`config.mk`:
```
export PLATFORM = sky130hd
export DESIGN_NAME = jk_reg_bank_flat
export DESIGN_NICKNAME = d
export VERILOG_FILES = /design/src/rtl/jk_pkg.sv /design/src/rtl/jk_reg_bank_if.sv /design/src/rtl/jk_channel.sv /design/src/rtl/jk_reg_bank.sv /design/src/flat_wrapper.sv
export SDC_FILE = /design/constraint.sdc
export NUM_CORES = 1
export LEC_CHECK = 0
export ABC_AREA = 1
export CORE_ASPECT_RATIO = 2
export CORE_MARGIN = 8
export CORE_UTILIZATION = 51
export DETAILED_ROUTE_END_ITERATION = 8
export GPL_TIMING_DRIVEN = 0
export PLACE_DENSITY = 0.82
export SLEW_MARGIN = 20
export SYNTH_ARGS = -nofsm -noshare
export SYNTH_HDL_FRONTEND = slang
export SYNTH_SLANG_ARGS = --single-unit
```
`constraint.sdc`:
```
create_clock -name clk -period 2.5 [get_ports clk]
set_clock_uncertainty 0.1 [all_clocks]
set_input_delay 0.375 -clock clk [delete_from_list [all_inputs] [get_ports clk]]
set_output_delay 0.375 -clock clk [all_outputs]
set_load 0.02 [all_outputs]
```
`src/rtl/jk_pkg.sv`:
```
// Shared types and the per-bit next-state rule for the JK register bank.
package jk_pkg;

  typedef enum logic [1:0] {MODE_JK, MODE_D, MODE_T, MODE_SR} mode_t;

  typedef enum logic [1:0] {ST_RESET, ST_INIT, ST_RUN} ctl_state_t;

  function automatic int ch_w(input int nch);
    return (nch > 1) ? $clog2(nch) : 1;
  endfunction

  // SR is reset-dominant: k wins when both are high.
  function automatic logic jk_next(input mode_t mode, input logic q, input logic j, input logic k);
    logic r;
    r = q;
    case (mode)
      MODE_JK: begin
        case ({j, k})
          2'b00:   r = q;
          2'b01:   r = 1'b0;
          2'b10:   r = 1'b1;
          default: r = ~q;
        endcase
      end
      MODE_D:  r = j;
      MODE_T:  r = j ? ~q : q;
      MODE_SR: r = k ? 1'b0 : (j ? 1'b1 : q);
      default: r = q;
    endcase
    return r;
  endfunction

endpackage

```
`src/rtl/jk_reg_bank_if.sv`:
```
// Mode-configuration handshake between a host and the register bank.
interface jk_reg_bank_if #(
  parameter int CH_W = 2
) ();
  import jk_pkg::*;

  logic            cfg_valid;
  logic [CH_W-1:0] cfg_ch;
  mode_t           cfg_mode;
  logic            cfg_ready;

  modport master (output cfg_valid, output cfg_ch, output cfg_mode, input cfg_ready);
  modport slave  (input cfg_valid, input cfg_ch, input cfg_mode, output cfg_ready);
endinterface

```
`src/rtl/jk_channel.sv`:
```
// One WIDTH-bit register channel: mode register, data flops, change pulse and
// saturating change counter.
module jk_channel
  import jk_pkg::*;
#(
  parameter int               WIDTH   = 8,
  parameter int               CNT_W   = 8,
  parameter logic [WIDTH-1:0] RST_VAL = '0
) (
  input  logic             clk,
  input  logic             rst,
  input  logic             en,
  input  logic [WIDTH-1:0] j,
  input  logic [WIDTH-1:0] k,
  input  logic             mode_we,
  input  mode_t            mode_wdata,
  input  logic             cnt_clr,
  output logic [WIDTH-1:0] q,
  output logic             chg,
  output logic [CNT_W-1:0] cnt
);

  localparam logic [CNT_W-1:0] CNT_MAX = '1;

  mode_t            mode;
  logic [WIDTH-1:0] q_nxt;
  logic             changed;

  always_comb begin
    q_nxt = q;
    if (en) begin
      for (int b = 0; b < WIDTH; b++) begin
        q_nxt[b] = jk_next(mode, q[b], j[b], k[b]);
      end
    end
  end

  assign changed = (q_nxt != q);

  // A mode write lands on the same edge as the data update, so that update
  // still sees the old mode.
  always_ff @(posedge clk) begin
    if (rst) begin
      q    <= RST_VAL;
      mode <= MODE_JK;
      chg  <= 1'b0;
      cnt  <= '0;
    end else begin
      q   <= q_nxt;
      chg <= changed;
      if (mode_we) begin
        mode <= mode_wdata;
      end
      if (cnt_clr) begin
        cnt <= '0;
      end else if (changed && (cnt != CNT_MAX)) begin
        cnt <= cnt + 1'b1;
      end
    end
  end

endmodule

```
`src/rtl/jk_reg_bank.sv`:
```
// Bank of NCH JK-style registers with a small control FSM gating mode writes.
// state    | meaning
// ST_RESET | reset seen, configuration closed
// ST_INIT  | first cycle after release, data live, configuration closed
// ST_RUN   | configuration writes accepted
module jk_reg_bank
  import jk_pkg::*;
#(
  parameter int               NCH     = 4,
  parameter int               WIDTH   = 8,
  parameter int               CNT_W   = 8,
  parameter logic [WIDTH-1:0] RST_VAL = '0
) (
  input  logic                 clk,
  input  logic                 rst,
  input  logic [NCH*WIDTH-1:0] j,
  input  logic [NCH*WIDTH-1:0] k,
  input  logic [NCH-1:0]       en,
  jk_reg_bank_if.slave         cfg,
  output logic [NCH*WIDTH-1:0] q,
  output logic [NCH-1:0]       chg,
  input  logic [NCH-1:0]       cnt_clr,
  output logic [NCH*CNT_W-1:0] cnt
);

  localparam int CH_W = ch_w(NCH);

  ctl_state_t state;
  logic       ready_q;
  logic       cfg_fire;

  always_ff @(posedge clk) begin
    if (rst) begin
      state   <= ST_RESET;
      ready_q <= 1'b0;
    end else begin
      case (state)
        ST_RESET: begin
          state   <= ST_INIT;
          ready_q <= 1'b0;
        end
        ST_INIT: begin
          state   <= ST_RUN;
          ready_q <= 1'b1;
        end
        default: begin
          state   <= ST_RUN;
          ready_q <= 1'b1;
        end
      endcase
    end
  end

  assign cfg.cfg_ready = ready_q;
  assign cfg_fire      = cfg.cfg_valid && ready_q;

  // Out-of-range channel numbers match no channel, so the write is dropped.
  for (genvar c = 0; c < NCH; c++) begin : g_ch
    localparam logic [CH_W-1:0] CH_ID = CH_W'(c);

    jk_channel #(
      .WIDTH   (WIDTH),
      .CNT_W   (CNT_W),
      .RST_VAL (RST_VAL)
    ) u_ch (
      .clk        (clk),
      .rst        (rst),
      .en         (en[c]),
      .j          (j[c*WIDTH +: WIDTH]),
      .k          (k[c*WIDTH +: WIDTH]),
      .mode_we    (cfg_fire && (cfg.cfg_ch == CH_ID)),
      .mode_wdata (cfg.cfg_mode),
      .cnt_clr    (cnt_clr[c]),
      .q          (q[c*WIDTH +: WIDTH]),
      .chg        (chg[c]),
      .cnt        (cnt[c*CNT_W +: CNT_W])
    );
  end

endmodule

```
`src/flat_wrapper.sv`:
```
// flat-port wrapper written by rule: the top's interface ports become plain ports
module jk_reg_bank_flat import jk_pkg::*;
#(
  parameter int               NCH     = 4,
  parameter int               WIDTH   = 8,
  parameter int               CNT_W   = 8,
  parameter logic [WIDTH-1:0] RST_VAL = '0
)
  (clk, rst, j, k, en, q, chg, cnt_clr, cnt, cfg_cfg_valid, cfg_cfg_ch, cfg_cfg_mode, cfg_cfg_ready);
  jk_reg_bank_if #(.CH_W(2)) cfg_i ();
  input  logic clk;
  input  logic rst;
  input  logic [NCH*WIDTH-1:0] j;
  input  logic [NCH*WIDTH-1:0] k;
  input  logic [NCH-1:0] en;
  output logic [NCH*WIDTH-1:0] q;
  output logic [NCH-1:0] chg;
  input  logic [NCH-1:0] cnt_clr;
  output logic [NCH*CNT_W-1:0] cnt;
  input wire logic [$bits(cfg_i.cfg_valid)-1:0] cfg_cfg_valid;
  input wire logic [$bits(cfg_i.cfg_ch)-1:0] cfg_cfg_ch;
  input wire logic [$bits(cfg_i.cfg_mode)-1:0] cfg_cfg_mode;
  output wire logic [$bits(cfg_i.cfg_ready)-1:0] cfg_cfg_ready;
  assign cfg_i.cfg_valid = cfg_cfg_valid;
  assign cfg_i.cfg_ch = cfg_cfg_ch;
  assign cfg_i.cfg_mode = cfg_cfg_mode;
  assign cfg_cfg_ready = cfg_i.cfg_ready;
  jk_reg_bank #(.NCH(NCH), .WIDTH(WIDTH), .CNT_W(CNT_W), .RST_VAL(RST_VAL)) u_core (.clk(clk), .rst(rst), .j(j), .k(k), .en(en), .cfg(cfg_i), .q(q), .chg(chg), .cnt_clr(cnt_clr), .cnt(cnt));
endmodule
```
== Word-level counts from Yosys, hierarchy flattened ==
Index checks and enable logic that the tools add are counted.
Cells by class
  bitwise logic cells: 32
  muxes and demuxes: 166
  eq/ne operators: 87
  reduce and logical (&&, ||, !) cells: 51
  $add $sub $neg: 4
Operators by type and width (number)
  one-hot mux 1 bit (4 select lines): 32
  two-way mux 1 bit: 97
  one-hot mux 1 bit (3 select lines): 32
  equality test 2 bit (second input constant): 42
  logical NOT 2 bit: 38
  equality test 2 x 1 -> 1 bit (second input constant): 37
  adder 8 x 1 -> 8 bit (second input constant): 4
  two-way mux 8 bit: 4
  inequality test 8 bit: 4
  inequality test 8 bit (second input constant): 4
  inverter 1 bit: 32
  logical AND 1 bit: 9
  OR reduction 2 bit: 4
  two-way mux 2 bit: 1
Word-level totals
  register bits after elaboration: 79
  logic and storage cells: 358
  bits of input ports: 79

== Logic depth before layout (Yosys ltp) ==
Gate-level depths: netlist (run 1).
  depth in word-level cells: 6
  depth in mapped cells: 16
  gate-level depth less buffers: 16

== Cells and area by module ==
Synthesis (run 1) repeated with hierarchy kept, for this count alone.
Unflattened totals
  cells, all modules: 1011
  area total of the unflattened synthesis: 6532.5 µm²
By module, submodules not included
  jk_channel at u_core.g_ch[0].u_ch ...: area each 1624.1 µm², cells an instance 248, sequential area each 380.4 µm², instances 3
  jk_channel at u_core.g_ch[3].u_ch: area each 1554.0 µm², cells an instance 248, sequential area each 380.4 µm², instances 1
  jk_reg_bank: area each 106.4 µm², cells an instance 19, sequential area each 40.0 µm², instances 1

== Worst setup path before layout (run 1) ==
OpenSTA, ideal clock, no wires.
  kind: register -> register
  from: register u_core.g_ch[3].u_ch.q[5]
  to: register u_core.g_ch[3].u_ch.cnt[2]
  stages on the path, launching flop included: 15
  library setup time: 115 ps
  slack: 499 ps
  buffers on the path: 1
  arrival time: 1785 ps
  cells stage by stage: dfxtp_1 inv_1 ha_1 nand3_1 nand3_1 nand2_1 nand3_1 nand2_1 inv_1 nand2_1 nor2_1 nand2_2 buf_6 a21oi_1 nor2_1
On the way
  longest elaborated chain between the ends: 6
  elaborated cells on any way between the ends: 9
  those cells by class: 1 x eq/ne; 6 x mux; 1 x bitwise; 1 x reduce/logical
RTL lines
  start: declaration: line jk_channel.sv:18  | output logic [WIDTH-1:0] q,
  start signal: assignment: line jk_channel.sv:49  | q <= q_nxt;
  inverter 1 bit or two-way mux 1 bit (tied branches): line jk_pkg.sv:22, jk_pkg.sv:26, jk_pkg.sv:27
  one-hot mux 1 bit (3 select lines) (tied with other cells): line jk_pkg.sv:18  | case ({j, k})
  one-hot mux 1 bit (4 select lines): line jk_pkg.sv:16  | case (mode)
  two-way mux 8 bit: line jk_channel.sv:31  | if (en) begin
  inequality test 8 bit (*): line jk_channel.sv:38  | assign changed = (q_nxt != q);
  logical AND 1 bit (*): line jk_channel.sv:56  | end else if (changed && (cnt != CNT_MAX)) begin
  end signal: assignment: line jk_channel.sv:57  | cnt <= cnt + 1'b1;
  end: declaration: line jk_channel.sv:20  | output logic [CNT_W-1:0] cnt
Every way passes the cells marked *; elsewhere a longest branch is shown, timed or not.
A chain may end at the register's enable or synchronous reset.

== Worst setup path in the final report (run 1) ==
  from: register u_core.g_ch[2].u_ch.mode[1]
  to: register u_core.g_ch[2].u_ch.cnt[1]
On the way
  longest elaborated chain between the ends: 5
  elaborated cells on any way between the ends: 15
  those cells by class: 4 x eq/ne; 9 x mux; 2 x reduce/logical
RTL lines
  start: declaration: line jk_channel.sv:25  | mode_t mode;
  start signal: assignment: line jk_channel.sv:52  | mode <= mode_wdata;
  equality test 2 bit (tied with other cells): line jk_pkg.sv:16
  one-hot mux 1 bit (4 select lines): line jk_pkg.sv:16
  two-way mux 8 bit (*): line jk_channel.sv:31
  inequality test 8 bit (*): line jk_channel.sv:38
  logical AND 1 bit (*): line jk_channel.sv:56
  end signal: assignment: line jk_channel.sv:57
  end: declaration: line jk_channel.sv:20
Marked as above.

==> flow_results.org, run 1 <==
** Yosys
- Average size of a mapped cell :: 5.987 um^2
- Post-synthesis instance area :: 6005 um^2
- In the synthesized netlist the dominant register cell turns out to be sky130_fd_sc_hd__dfxtp_1.
- Portion of the post-synthesis area used by sequential elements :: 26.01%
- Library cells used by synthesis :: 28
- Number of storage elements in the synthesis netlist :: 78
- Summed over all instances, the cell type with the most area after synthesis is sky130_fd_sc_hd__dfxtp_1.
- For this run, asynchronously set or reset flops after synthesis account for 0%.
- Synthesis produced a netlist with a net count of 1118.
- Syn Inst Count :: 1003
- Most repeated cell in the gate-level netlist after synthesis :: sky130_fd_sc_hd__nand2_1
- Number of synthesized flops with an enable pin :: 0
- Fraction of post-synthesis cell area in the top cell type by area :: 26.01%
- Count of yosys warnings during synthesis :: 0
- Cell types occupying the most area after synthesis :: sky130_fd_sc_hd__dfxtp_1, sky130_fd_sc_hd__nand2_1, sky130_fd_sc_hd__nor2_1
- Ranking of synthesized cells by instance count :: sky130_fd_sc_hd__nand2_1, sky130_fd_sc_hd__nor2_1, sky130_fd_sc_hd__inv_1

** Hold path
- Type of the worst min-delay path :: reg -> reg
- Endpoint of the worst hold path :: u_core.state[0]
- Along the worst hold path, the cell count comes to 1.
- The startpoint identified for the worst hold timing path is u_core.state[0].

** Worst setup path
- Critical path launch point type :: flip-flop
- Req. time, crit path :: 2640 ps
- RR Endpoint :: u_core.g_ch[2].u_ch.cnt[1]
- Capturing element type of the critical path :: flip-flop
- The number of cells on the worst reg-to-reg path is 13.
- In this run the worst path has a maximum fanout of 7.
- Reg2reg setup slack :: 210 ps
- Type of the worst setup path :: reg -> reg
- Worst path arrival time :: 2430 ps
- Worst reg2reg startpoint :: u_core.g_ch[2].u_ch.mode[1]

** Global routing
- Number of antenna violations at the first check in global routing :: 0
- The first global-routing pass estimated 30620 um of wire.
- Entering global routing, the biggest net connects 15 pins.
- Total routing resource utilization after global routing :: 23.88%
- The via count of the first global-routing pass was 6952.
- Summed over all layers, the global routing overflow is 0.

** Routing
- The detailed router placed 7083 vias in this run.
- In this run, the number of DRC markers left after iteration 0 of detailed routing was 240.
- Once detail routing completed, the nets flagged for antenna violations numbered 0.
- The highest metal layer carrying signal wires in the routed design is met4.
- Wirelength per Cell :: 14.24 um
- Routed length on met3 :: 1004 um
- Number of vias per cell :: 5.399
- Number of DRC violations after detailed routing :: 0
- Iteration count of the initial detailed-routing pass :: 5
- Post-Route M1 WL :: 7078 um
- Routed wire length :: 18680 um
- Wire segments on met2 add up to 9776 um in the final route.

** Floorplanning
- Number of rows in the core area :: 56
- Die Footprint :: 15710 um^2
- From left edge to right edge, the die measures 92.73 um.
- IO Pins :: 148
- The floorplan step defined a core boundary enclosing 11630 um^2.
- Initial core utilization :: 51.62%
- In this run the vertical extent of the chip is 169.5 um.

** Placement
- Detailed placement finished with a half-perimeter wire length of 14580 um.
- RePlAce Congestion :: 0.9007
- Buffers placed on the I/O ports in this run total 146.
- After detailed placement, the total cell area comes to 7647 um^2.
- Placement-stage worst setup slack :: -81.77 ps

** STA
- On the final layout, the worst hold slack is 320.4 ps.
- After layout, the worst path uses 91.59% of the clock period.
- The final-report max-slew violation count came to 0.
- Setup violators final :: 0
- For the pin with the worst max-slew slack, the measured transition is 679.5 ps.
- Worst slew margin relative to its limit :: 54.70%
- Setup repair after global routing left no endpoint under its margin.
- The final count of hold timing violations was 0.
- Min Tclk post-route :: 2290 ps
- Fmax :: 0.4367 GHz
- Setup slack after layout :: 210.2 ps

** Clock tree
- After clock tree synthesis, the clock-pin slew on the worst setup and hold paths is 60 ps.
- The root buffer cell chosen for the clock tree is sky130_fd_sc_hd__clkbuf_16.
- Clock insertion delay at the later pin of the skew report :: 340 ps
- The clock passes through at most 2 buffers.
- Clock sink count :: 78
- Clock tree synthesis inserted a total of 9 buffers.
- Maximum level of the CTS H-tree :: 3
- TritonCTS clock tree :: yes

** Power and ir drop
- The internal portion of the total power is 0.002783 W.
- Proportion of power drawn by combinational gates :: 27.8%
- Across the VDD grid, the largest voltage drop is 0.3783 mV.
- Net switching is 31.92% of the power.
- Net Switching :: 0.001305 W
- Of the total power, registers draw 34.5%.
- Static leakage :: 3.483 nW
- Power spread over the standard cell area amounts to 509.7 nW/um^2.
- Clock group share of total power :: 37.7%

** Flow run
- Max-cap violations :: 0

** Finish
- Ratio of cells with drive above 1 in the final layout :: 4.284%
- Compared with the post-synthesis result, the final layout area differs by 33.55%.
- Total Nets Final :: 1277
- Final Instance Area :: 8019 um^2
- Antenna Diode Count :: 0

** Run status
- The run finished with clean final reports.
-- cells in the final DEF (no fill, tap or decap), types with 3 or more instances in the layout --
| cell | count |
|---|---|
| sky130_fd_sc_hd__nor2_1 | 146 |
| sky130_fd_sc_hd__bufinv_16 | 3 |
| sky130_fd_sc_hd__nand3_1 | 106 |
| sky130_fd_sc_hd__o21ai_0 | 54 |
| sky130_fd_sc_hd__nor2_2 | 5 |
| sky130_fd_sc_hd__nand2_1 | 258 |
| sky130_fd_sc_hd__xnor2_1 | 4 |
| sky130_fd_sc_hd__nand4_1 | 35 |
| sky130_fd_sc_hd__o21bai_1 | 3 |
| sky130_fd_sc_hd__a21oi_1 | 30 |
| sky130_fd_sc_hd__clkbuf_1 | 15 |
| sky130_fd_sc_hd__buf_2 | 4 |
| sky130_fd_sc_hd__o211ai_1 | 4 |
| sky130_fd_sc_hd__a211oi_1 | 32 |
| sky130_fd_sc_hd__nand2_2 | 3 |
| sky130_fd_sc_hd__inv_1 | 133 |
| sky130_fd_sc_hd__o21ai_1 | 13 |
| sky130_fd_sc_hd__ha_1 | 36 |
| sky130_fd_sc_hd__dfxtp_1 | 76 |
| sky130_fd_sc_hd__buf_4 | 6 |
| sky130_fd_sc_hd__inv_2 | 8 |
| sky130_fd_sc_hd__clkinvlp_4 | 3 |
| sky130_fd_sc_hd__clkbuf_16 | 9 |
| sky130_fd_sc_hd__nor3_1 | 11 |
| sky130_fd_sc_hd__clkdlybuf4s50_1 | 146 |
| sky130_fd_sc_hd__xor2_1 | 11 |
-- state kept, by name, summed over array words and instances (netlist names) --
register               cells
u_core.g_ch.u_ch.chg       4
u_core.g_ch.u_ch.cnt      32
u_core.g_ch.u_ch.mode      8
u_core.g_ch.u_ch.q        32
u_core.state               2
-- logic make-up (layout without fill, tap and decap cells) --
family | count (synthesis) | in the layout | synth area share [%]
adders and majority gates | 36 | 36 | 7.502
xor gates and xnor gates | 15 | 15 | 2.188
AOI/OAI and AO/OA | 137 | 137 | 13.11
and+or+nand+nor | 569 | 569 | 40.24
DFF | 78 | 78 | 26.01
buffers and inverters | 168 | 332 | 10.96
-- power by group through the flow --
stage / clock (W) / combinational (W) / sequential [W]
after global routing: 0.00162 / 0.00127 / 0.00142
after CTS: 0.00156 / 0.00114 / 0.00141
after floorplan: 0 / 0.000619 / 0.00149
after detailed placement: 0 / 0.00113 / 0.00143
final: 0.00154 / 0.00114 / 0.00141
after global placement: 0 / 0.00111 / 0.00143
-- layer usage --
metal	up-vias	GRT usage [%]
li1	3593	-
met1	3185	23.24
met2	243	44.84
met3	62	4.696
met4	0	13.91
met5	-	0
-- through the flow --
stage | setup TNS, ps | instances | util, % | total power (W)
after floorplan | 0 | 1003 | - | 0.002109
after global placement | -225.1 | 1294 | 65.75 | 0.002542
after detailed placement | -493.0 | 1294 | 65.75 | 0.002564
after CTS | 0 | 1310 | 68.74 | 0.004108
after global routing | 0 | 1312 | 68.94 | 0.004318
final | 0 | 1312 | 68.94 | 0.004088
-- cell type report --
cell class,instances,area (um^2)
repair buffers,148,1476
plain buffers,26,125.1
inverters,142,536.8
fillers,1061,3612
clock buffers,9,225.2
clock inverters,7,122.6
flip-flops and latches,78,1564
multi-input cells,757,3787
well taps,145,181.4
-- how the worst max path moves through the flow --
stage | startpoint | end | cells past startpoint
detailed placement | j[20] | u_core.g_ch[2].u_ch.cnt[1] | 14
global route | u_core.g_ch[0].u_ch.mode[0] | u_core.g_ch[0].u_ch.cnt[1] | 11
finish | u_core.g_ch[2].u_ch.mode[1] | u_core.g_ch[2].u_ch.cnt[1] | 13
global placement | j[30] | u_core.g_ch[3].u_ch.cnt[0] | 15
floorplan | u_core.g_ch[3].u_ch.q[5] | u_core.g_ch[3].u_ch.cnt[2] | 14
CTS | u_core.g_ch[3].u_ch.mode[1] | u_core.g_ch[3].u_ch.cnt[1] | 10
-- critical path, cell delays in order, from the launching register on --
cell and delay (ps):
sky130_fd_sc_hd__dfxtp_1 500, sky130_fd_sc_hd__clkinvlp_4 220, sky130_fd_sc_hd__nor2_4 190, sky130_fd_sc_hd__nand2_1 70
sky130_fd_sc_hd__nand3_1 100, sky130_fd_sc_hd__nand2_1 80, sky130_fd_sc_hd__nand3_1 70, sky130_fd_sc_hd__nand2_1 90
sky130_fd_sc_hd__nor2_1 130, sky130_fd_sc_hd__nand2_1 120, sky130_fd_sc_hd__o21ai_2 270, sky130_fd_sc_hd__inv_1 110
sky130_fd_sc_hd__nor2_1 100, sky130_fd_sc_hd__nor2_1 50
-- timing repair --
action,CTS,global route
setup endpoints to repair,0,15
buffers inserted,0,2
gates resized for setup,0,4
hold buffers,0,0
(Power assumes the default switching activity.)
==> inputs of run 2 (changes only) <==
--- a/config.mk
+++ b/config.mk
@@ -8,10 +8,11 @@
 export ABC_AREA = 1
 export CORE_ASPECT_RATIO = 2
 export CORE_MARGIN = 8
-export CORE_UTILIZATION = 51
+export CORE_UTILIZATION = 60
 export DETAILED_ROUTE_END_ITERATION = 8
+export DONT_BUFFER_PORTS = 1
 export GPL_TIMING_DRIVEN = 0
-export PLACE_DENSITY = 0.82
+export PLACE_DENSITY = 0.76
 export SLEW_MARGIN = 20
 export SYNTH_ARGS = -nofsm -noshare
 export SYNTH_HDL_FRONTEND = slang
==> constraint.sdc (replaced) <==
create_clock -name clk -period 2.5 [get_ports clk]
set_clock_uncertainty 0.1 [all_clocks]
set_input_delay 0.375 -clock clk [delete_from_list [all_inputs] [get_ports clk]]
set_output_delay 0.375 -clock clk [all_outputs]
set_load 0.05 [all_outputs]
==> run 2 against run 1 <==
Sequential cell count stayed put. Non-clock buffer count is 148 lower. Largest power group is now sequential cells. Power is 5.0% lower. Largest cell class unchanged. Register-to-register slack hardly changed. Critical path type unchanged. Via count is 11% lower. Final cell count is 12% lower. Worst setup slack worse by 4.2 ps.
==> flow_results.org, run 2 (synthesized netlist as in run 1, its figures left out) <==
** Routing
- The count of TritonRoute iterations in the first routing pass came to 4 (-1).
- The starting DRC count in detailed routing came to 250 (+4.2%).
- The mean routed wirelength per cell was 14.98 um (+5.2%).
- The post-detailed-routing wire length came to 17240 um (-7.7%).
- Count of vias placed by the detailed router :: 6306 (-11%)
- Number of DRC violations after detailed routing :: 0 (unchanged)
- Antenna Violating Nets Remaining :: 0 (unchanged)
- The number of vias per cell after detailed routing came to 5.479 (+1.5%).

** STA
- Fmax :: 0.4359 GHz (-0.18%)
- The transition at the pin with the smallest max-transition slack was 678.8 ps (-0.7137 ps).
- Min Tclk post-route :: 2294 ps (+4.215 ps)
- The total of endpoints with negative setup slack in the final report is 0 (unchanged).
- Number of hold violations in the final report :: 0 (unchanged)
- The final worst hold slack came to 119.3 ps (-201.1 ps).
- The aggregate negative setup slack came to 0 ps (unchanged).
- The fraction of the cycle the final worst path needs was 91.76% (+0.17 points).
- The relative slew slack is 54.58% (-0.12 points).
- Unrepaired setup endpoints after global routing :: no
- The setup slack of the critical path after layout is 206.0 ps (-4.215 ps).
- The final-report max-slew violation count is 0 (unchanged).

** Flow run
- The max-capacitance violation count was 0 (unchanged).

** Clock tree
- TritonCTS clock tree :: yes
- The tree is rooted in a sky130_fd_sc_hd__clkbuf_16.
- The clock latency on the worst-skew pair came to 340 ps (about the same).
- Buffers inserted during post-CTS setup optimization :: 0 (unchanged)
- The number of hold-repair buffers added at the cts stage is 0 (unchanged).
- Resize count post-CTS :: 18 (+18)
- Maximum level of the CTS H-tree :: 3 (unchanged)
- Number of buffers added by the clock tree synthesis step :: 9 (unchanged)
- The maximum clock insertion buffer count came to 2 (unchanged).
- The TritonCTS sink count came to 78 (unchanged).
- Clock-pin slew reported for the worst setup and hold paths after clock tree synthesis :: 60 ps (about the same)

** Worst setup path
- The combined buffer and inverter count along the critical path is 2 (unchanged).
- The peak fanout along the critical path came to 6 (-1).
- The slowest stage of the critical path is the sky130_fd_sc_hd__dfxtp_2 cell.
- The required time at the worst-slack endpoint was 2640 ps (about the same).
- The data arrival time of the critical path was 2430 ps (about the same).
- Type of the worst setup path :: reg -> reg
- Capturing element type of the critical path :: flip-flop
- The worst setup path is launched from a flip-flop.
- Depth of the worst register-to-register path :: 13 (unchanged)
- The signal on the critical path passes through inv_1 -> ha_1 -> nand3_1 -> nand3_1 -> nand2_1 -> nand3_1 -> nand2_1 -> nor2_1 -> nand2_1 -> o21ai_4 -> inv_1 -> nor2_1 -> nor2_1.
- Family of cells with the greatest summed delay on the critical path :: simple AND/OR/NAND/NOR gates
- Logic depth of the worst setup path including buffers :: 13 (unchanged)
- Critical Path Max Stage Delay :: 540 ps (+40 ps)

** Finish
- The number of inserted filler cells in the final layout is 965 (-9.0%).
- Area of combinational cells with multiple inputs :: 3797 um^2 (+0.26%)
- The largest registers in the layout are u_core.g_ch.u_ch.cnt x32, u_core.g_ch.u_ch.q x32, u_core.g_ch.u_ch.mode x8.
- The combined flip-flop and latch cell area was 1638 um^2 (+4.7%).
- Relative to the synthesized area, the layout overhead comes to 9.794%.
- Total Nets Final :: 1129 (-12%)
- Antenna Diode Count :: 0 (unchanged)
- Leading cell type in the layout, fill and taps excluded :: sky130_fd_sc_hd__nand2_1
- Leading cell types in the layout, fill and taps excluded :: sky130_fd_sc_hd__nand2_1, sky130_fd_sc_hd__nor2_1, sky130_fd_sc_hd__inv_1
- The fraction of layout cells with a size suffix above 1 is 8.342% (+4.1 points).

** Global routing
- The total grt overflow is 0 (unchanged).
- The overall global routing resource usage is 25.70% (+1.8 points).
- Vias in the first global route :: 6181 (-11%)
- The maximum number of pins on one net before global-route repair came to 14 (-1).
- Number of antenna violations at the first check in global routing :: 0 (unchanged)
- First-pass GRT wire length :: 28080 um (-8.3%)

** Power and ir drop
- Static leakage :: 2.944 nW (-15%)
- Power per cell area :: 589.0 nW/um^2 (+16%)
- The worst-case vdd ir drop came to 0.4449 mV (+18%).

** Placement
- Placement-stage worst setup slack :: -74.88 ps (+6.888 ps)
- RePlAce Congestion :: 0.9263 (+2.8%)
- The post-DP HPWL came to 13910 um (-4.6%).
- The total of buffers placed on input and output ports is 0 (-100%).

** Floorplanning
- Core Region :: 9763 um^2 (-16%)
- IO Pins :: 148 (unchanged)
- Die Footprint :: 13660 um^2 (-13%)
- The standard-cell row count came to 51 (-8.9%).
- The width of the chip came to 86.74 um (-6.5%).
- Initial core utilization :: 61.50% (+9.9 points)
- The vertical extent of the die is 157.5 um (-7.1%).

** Hold path
- Hold Crit Depth :: 3 (+2)
- Type of the worst min-delay path :: in -> reg

** Run status
- The flow ran to the end, and the final reports show no timing, DRC or antenna violations.
==> run 2: changes by cell type in the layout (fill, tap and decap cells not counted), moves of 2 or more <==
cell,delta
sky130_fd_sc_hd__buf_4,-2
sky130_fd_sc_hd__dfxtp_2,+26
sky130_fd_sc_hd__dfxtp_4,+11
sky130_fd_sc_hd__clkdlybuf4s50_1,-146
sky130_fd_sc_hd__clkinvlp_4,-2
sky130_fd_sc_hd__clkbuf_8,+2
sky130_fd_sc_hd__dfxtp_1,-37
==> run 2: area by class of cell <==
cell class / instances / area share [%]
Multi-Input combinational cell: 757 / 57.60
Sequential cell: 78 / 24.84
Clock inverter: 5 / 1.234
Inverter: 142 / 8.085
Buffer: 26 / 1.898
Clock buffer: 11 / 3.834
Tap cell: 132 / 2.505
==> run 2: final timing paths <==
path                                                from                         end  slack, ps
worst max-delay path            u_core.g_ch[2].u_ch.q[7]  u_core.g_ch[2].u_ch.cnt[1]        210
worst max register to register  u_core.g_ch[2].u_ch.q[7]  u_core.g_ch[2].u_ch.cnt[1]        210
worst min register to register           u_core.state[0]             u_core.state[0]        320
worst min-delay path                          cnt_clr[2]  u_core.g_ch[2].u_ch.cnt[1]        120
==> run 2: routing by layer <==
metal | global-route usage, % | share of wire, % | wire length (um) | vias to the layer above
met5 | 0 | 0 | 0 | -
met4 | 13.90 | 5.2 | 898 | 0
met3 | 9.034 | 8.2 | 1422 | 45
met2 | 50.04 | 54 | 9244 | 166
met1 | 21.35 | 33 | 5675 | 2809
li1 | - | - | - | 3286
==> run 2: through the flow <==
step           instance area (um^2)  total power (W)  std cells  util (%)
2_1_floorplan                  6005         0.002262       1003         -
3_3_place_gp                   6170         0.002438       1135     63.19
3_5_place_dp                   6170         0.002454       1135     63.19
4_1_cts                        6526         0.003906       1151     66.85
5_1_grt                        6593         0.004102       1151     67.53
6_report                       6593         0.003883       1151     67.53
==> run 2: worst register-to-register path: stages, from the launching register on <==
cell and delay, ps:
sky130_fd_sc_hd__dfxtp_2 540, sky130_fd_sc_hd__inv_1 110, sky130_fd_sc_hd__ha_1 290, sky130_fd_sc_hd__nand3_1 70, sky130_fd_sc_hd__nand3_1 120, sky130_fd_sc_hd__nand2_1 80
sky130_fd_sc_hd__nand3_1 70, sky130_fd_sc_hd__nand2_1 80, sky130_fd_sc_hd__nor2_1 120, sky130_fd_sc_hd__nand2_1 150, sky130_fd_sc_hd__o21ai_4 250, sky130_fd_sc_hd__inv_1 80
sky130_fd_sc_hd__nor2_1 90, sky130_fd_sc_hd__nor2_1 50
==> run 2: power breakdown <==
group          switching [W]  internal [W]
combinational       0.000519      0.000277
clock               0.000514      0.000928
sequential          0.000317       0.00133
total                0.00135       0.00253
==> inputs of run 3 (changes only) <==
--- a/config.mk
+++ b/config.mk
@@ -16,4 +16,5 @@
 export SLEW_MARGIN = 20
 export SYNTH_ARGS = -nofsm -noshare
 export SYNTH_HDL_FRONTEND = slang
+export SYNTH_HIERARCHICAL = 1
 export SYNTH_SLANG_ARGS = --single-unit
==> run 3 against run 2 <==
Routed wire length grew 2.7%. Sequential share of layout area fell by 2.2 points. Non-clock buffer count unchanged. Highest routed layer unchanged. Hold slack lost 110 ps. Utilization decreased by 1.9 points. Sequential cell count unchanged. Synthesized area rose by 8.8%. Register-to-register slack worse by 90 ps. Combinational power rose by 15%. Global-route usage down 2.7 points. Final area grew 7.0%. Critical path type unchanged. Power shrank 0.96%.
==> flow_results.org, run 3 <==
** Run status
- The flow ran to the end, and the final reports show no timing, DRC or antenna violations.

** Finish
- The library cell used most frequently in the layout, excluding fill and tap cells, is sky130_fd_sc_hd__nand2_1.
- The number of antenna diodes came to 0 (unchanged).
- In the layout the commonest cells are sky130_fd_sc_hd__nand2_1, sky130_fd_sc_hd__nor2_1, sky130_fd_sc_hd__inv_1.
- Area growth from synthesis to layout :: 7.949%
- Final Instance Area :: 7052 um^2 (+7.0%)
- Ratio of cells with drive above 1 in the final layout :: 16.13% (+7.8 points)
- Total Nets Final :: 1139 (+0.89%)
- In the final layout, the registers with the most flip-flops are u_core/g_ch.u_ch/cnt x32, u_core/g_ch.u_ch/q x32, u_core/g_ch.u_ch/mode x8.

** Routing
- The mean routed wirelength per cell came to 15.15 um (+1.2%).
- The remaining routing DRC violations was 0 (unchanged).
- Iteration count of the initial detailed-routing pass :: 5 (+1)
- Detailed Route Iter0 Violations :: 333 (+33%)
- Count of vias placed by the detailed router :: 6483 (+2.8%)
- Routed wire length :: 17710 um (+2.7%)
- The remaining number of nets flagged by the antenna check after routing came to 0 (unchanged).
- Number of vias per cell :: 5.546 (+1.2%)

** Placement
- Placed Area :: 6708 um^2 (+8.7%)
- Input/output buffers :: 0 (unchanged)
- The final weighted congestion of routability-driven global placement is 0.9632 (+4.0%).
- Final HPWL DP :: 13460 um (-3.3%)

** STA
- The total of endpoints with negative setup slack in the final report was 0 (unchanged).
- Worst hold slack :: 4.408 ps (-114.9 ps)
- The final-report max-slew violation count is 0 (unchanged).
- The clock period minus final worst setup slack came to 2385 ps (+90.98 ps).
- Worst Tran Pin Value :: 699.4 ps (+20.59 ps)
- Worst slew margin relative to its limit :: 53.31% (-1.3 points)
- Number of hold violations in the final report :: 0 (unchanged)
- The maximum clock frequency was 0.4193 GHz (-3.8%).
- The fraction of the cycle the final worst path needs came to 95.40% (+3.6 points).

** Clock tree
- The CTS buffer count is 9 (unchanged).
- The maximum clock insertion buffer count was 2 (unchanged).
- Maximum level of the CTS H-tree :: 3 (unchanged)
- Clock-pin slew reported for the worst setup and hold paths after clock tree synthesis :: 70 ps (about the same)
- The clock latency on the worst-skew pair is 340 ps (about the same).
- Clock sink count :: 78 (unchanged)
- TritonCTS built the clock tree.
- Clock root buffer :: sky130_fd_sc_hd__clkbuf_16

** Worst setup path
- CP Launch Point :: u_core/g_ch[1].u_ch/q[7]
- The data arrival time of the critical path came to 2520 ps (+90 ps).
- The critical path in this run is classified as reg -> reg.
- Top fanout value on the critical path :: 6 (unchanged)
- In this run the critical register-to-register path is captured at u_core/g_ch[1].u_ch/cnt[0].
- Critical path launch point type :: flip-flop
- The reg2reg setup slack was 120 ps (-90 ps).
- Capturing element type of the critical path :: flip-flop
- In this run the critical register-to-register path is launched from u_core/g_ch[1].u_ch/q[7].
- Req. time, crit path :: 2630 ps (about the same)
- The depth of the most critical reg-to-reg path was 14 (+1).

** Yosys
- Count of yosys warnings during synthesis :: 6 (+6)
- The share of the yosys chip area belonging to registers was 23.90% (-2.1 points).
- Nets in the synthesized netlist :: 1126 (+0.72%)
- The share of async-settable or async-resettable flops after synthesis is 0% (unchanged).
- Library cells used by synthesis :: 27 (-3.6%)
- Among all flip-flop cells after synthesis, the most frequent one is sky130_fd_sc_hd__dfxtp_1.
- The average footprint of a synthesized cell is 6.461 um^2 (+7.9%).
- The flop and latch count out of synthesis is 78 (unchanged).
- The area share of the largest cell type after synthesis is 23.90% (-2.1 points).
- The largest total area in the synthesized netlist belongs to sky130_fd_sc_hd__dfxtp_1.
- Most repeated cell in the gate-level netlist after synthesis :: sky130_fd_sc_hd__nand2_1
- Cell types occupying the most area after synthesis :: sky130_fd_sc_hd__dfxtp_1, sky130_fd_sc_hd__nand2_1, sky130_fd_sc_hd__nor2_1
- Number of synthesized flops with an enable pin :: 0 (unchanged)
- Ranking of synthesized cells by instance count :: sky130_fd_sc_hd__nand2_1, sky130_fd_sc_hd__nor2_1, sky130_fd_sc_hd__inv_1
- Syn Inst Count :: 1011 (+0.80%)
- Post-synthesis instance area :: 6533 um^2 (+8.8%)

** Floorplanning
- The count of pins on the block boundary is 148 (unchanged).
- Initial core utilization :: 60.81% (-0.69 points)
- The die area came to 14680 um^2 (+7.5%).
- Die Ht :: 163.6 um (+3.9%)
- The width of the chip came to 89.78 um (+3.5%).
- The core footprint came to 10740 um^2 (+10%).
- Number of rows in the core area :: 54 (+5.9%)

** Hold path
- The tightest min-delay check is of the in -> reg type.
- Hold Crit Depth :: 1 (-2)
- The startpoint identified for the worst hold timing path is rst.
- For hold timing, the worst endpoint is u_core/g_ch[2].u_ch/q[3].

** Global routing
- Vias in the first global route :: 6076 (-1.7%)
- The global-route wire length before repair was 28440 um (+1.3%).
- Pin count of the biggest net entering global routing :: 14 (unchanged)
- Overflow after GRT :: 0 (unchanged)
- The initial antenna violation count came to 0 (unchanged).
- Total routing resource utilization after global routing :: 23.00% (-2.7 points)

** Power and ir drop
- Static leakage :: 3.097 nW (+5.2%)
- Power per cell area :: 545.3 nW/um^2 (-7.4%)
- The post-layout total power came to 0.003846 W (-0.96%).
- Max VDD drop :: 0.4961 mV (+12%)

** Flow run
- Max-cap violations :: 0 (unchanged)
[run 3: cell types whose count changed in the layout (fill, tap and decap cells not counted), moves of 10 or more]
cell	before	now
sky130_fd_sc_hd__nand3_2	1	45
sky130_fd_sc_hd__nand2_1	258	237
sky130_fd_sc_hd__a21oi_1	30	16
sky130_fd_sc_hd__inv_1	134	124
sky130_fd_sc_hd__dfxtp_4	11	0
sky130_fd_sc_hd__nand3_1	106	71
sky130_fd_sc_hd__o21ai_0	54	33
sky130_fd_sc_hd__o21ai_1	13	24
sky130_fd_sc_hd__nand2_2	3	15
[run 3: cell families (layout without fill, tap and decap cells)]
| family | after synthesis | count (layout) | synth area share (%) |
|---|---|---|---|
| XOR/XNOR | 12 | 12 | 1.609 |
| adder cells (fa/ha/maj) | 36 | 36 | 6.895 |
| buffers and inverters | 160 | 178 | 10.46 |
| AO/OA/AOI/OAI | 124 | 124 | 11.59 |
| AND/OR/NAND/NOR | 601 | 601 | 45.55 |
| flip-flops | 78 | 78 | 23.90 |
[run 3: how the worst max path moves through the flow]
stage | to | cells after the start
2_1_floorplan | u_core/g_ch[0].u_ch/cnt[0] | 14
3_3_place_gp | u_core/g_ch[3].u_ch/cnt[1] | 13
3_5_place_dp | u_core/g_ch[3].u_ch/cnt[1] | 14
4_1_cts | u_core/g_ch[3].u_ch/cnt[3] | 14
5_1_grt | u_core/g_ch[1].u_ch/cnt[0] | 14
6_report | u_core/g_ch[1].u_ch/cnt[0] | 14
[run 3: metal layers]
metal	GRT usage (%)	up-vias	routed length, um
met5	0	-	0
met4	9.387	0	374
met3	7.915	26	1762
met2	40.77	221	8823
met1	24.17	2899	6752
li1	-	3337	-
[run 3: area by class of cell]
cell class | instances | area (um^2)
Multi-Input combinational cell | 773 | 4288
Inverter | 136 | 518.0
Timing Repair Buffer | 2 | 20.02
Clock buffer | 11 | 252.7
Fill cell | 985 | 3691
Tap cell | 140 | 175.2
Buffer | 24 | 165.2
Clock inverter | 5 | 32.53
Sequential cell | 78 | 1600
[run 3: through the flow]
| step | util (%) | instances | setup TNS [ps] | setup WS [ps] |
|---|---|---|---|---|
| 2_1_floorplan | - | 1011 | 0 | 308.0 |
| 3_3_place_gp | 62.44 | 1151 | 0 | 100.5 |
| 3_5_place_dp | 62.44 | 1151 | 0 | 63.49 |
| 4_1_cts | 65.19 | 1168 | 0 | 39.06 |
| 5_1_grt | 65.64 | 1169 | -116.4 | -45.67 |
| 6_report | 65.64 | 1169 | 0 | 115.1 |
[run 3: timing repair]
action / 4_1_cts / 5_1_grt
setup endpoints to repair: 0 / 32
resized for setup: 0 / 31
endpoints found under the hold margin: 2 / 1
setup buffers: 0 / 0
hold buffers: 1 / 1
[run 3: worst max-delay path, stage by stage (launching register included)]
cell and delay (ps):
sky130_fd_sc_hd__dfxtp_1 720, sky130_fd_sc_hd__inv_1 130, sky130_fd_sc_hd__ha_1 300, sky130_fd_sc_hd__nand3_1 80
sky130_fd_sc_hd__nand3_1 100, sky130_fd_sc_hd__nand2_1 130, sky130_fd_sc_hd__nand3_1 100, sky130_fd_sc_hd__nand2_2 130
sky130_fd_sc_hd__nor2_4 40, sky130_fd_sc_hd__nand2_4 90, sky130_fd_sc_hd__nor2_8 40, sky130_fd_sc_hd__nor2_2 150
sky130_fd_sc_hd__nand2_1 70, sky130_fd_sc_hd__nand2_1 70, sky130_fd_sc_hd__nor2_1 30
[run 3: power by group]
part	total (W)	internal, W	switching, W
sequential	0.00167	0.00133	0.000342
combinational	0.000918	0.000331	0.000587
clock	0.00126	0.000727	0.000532
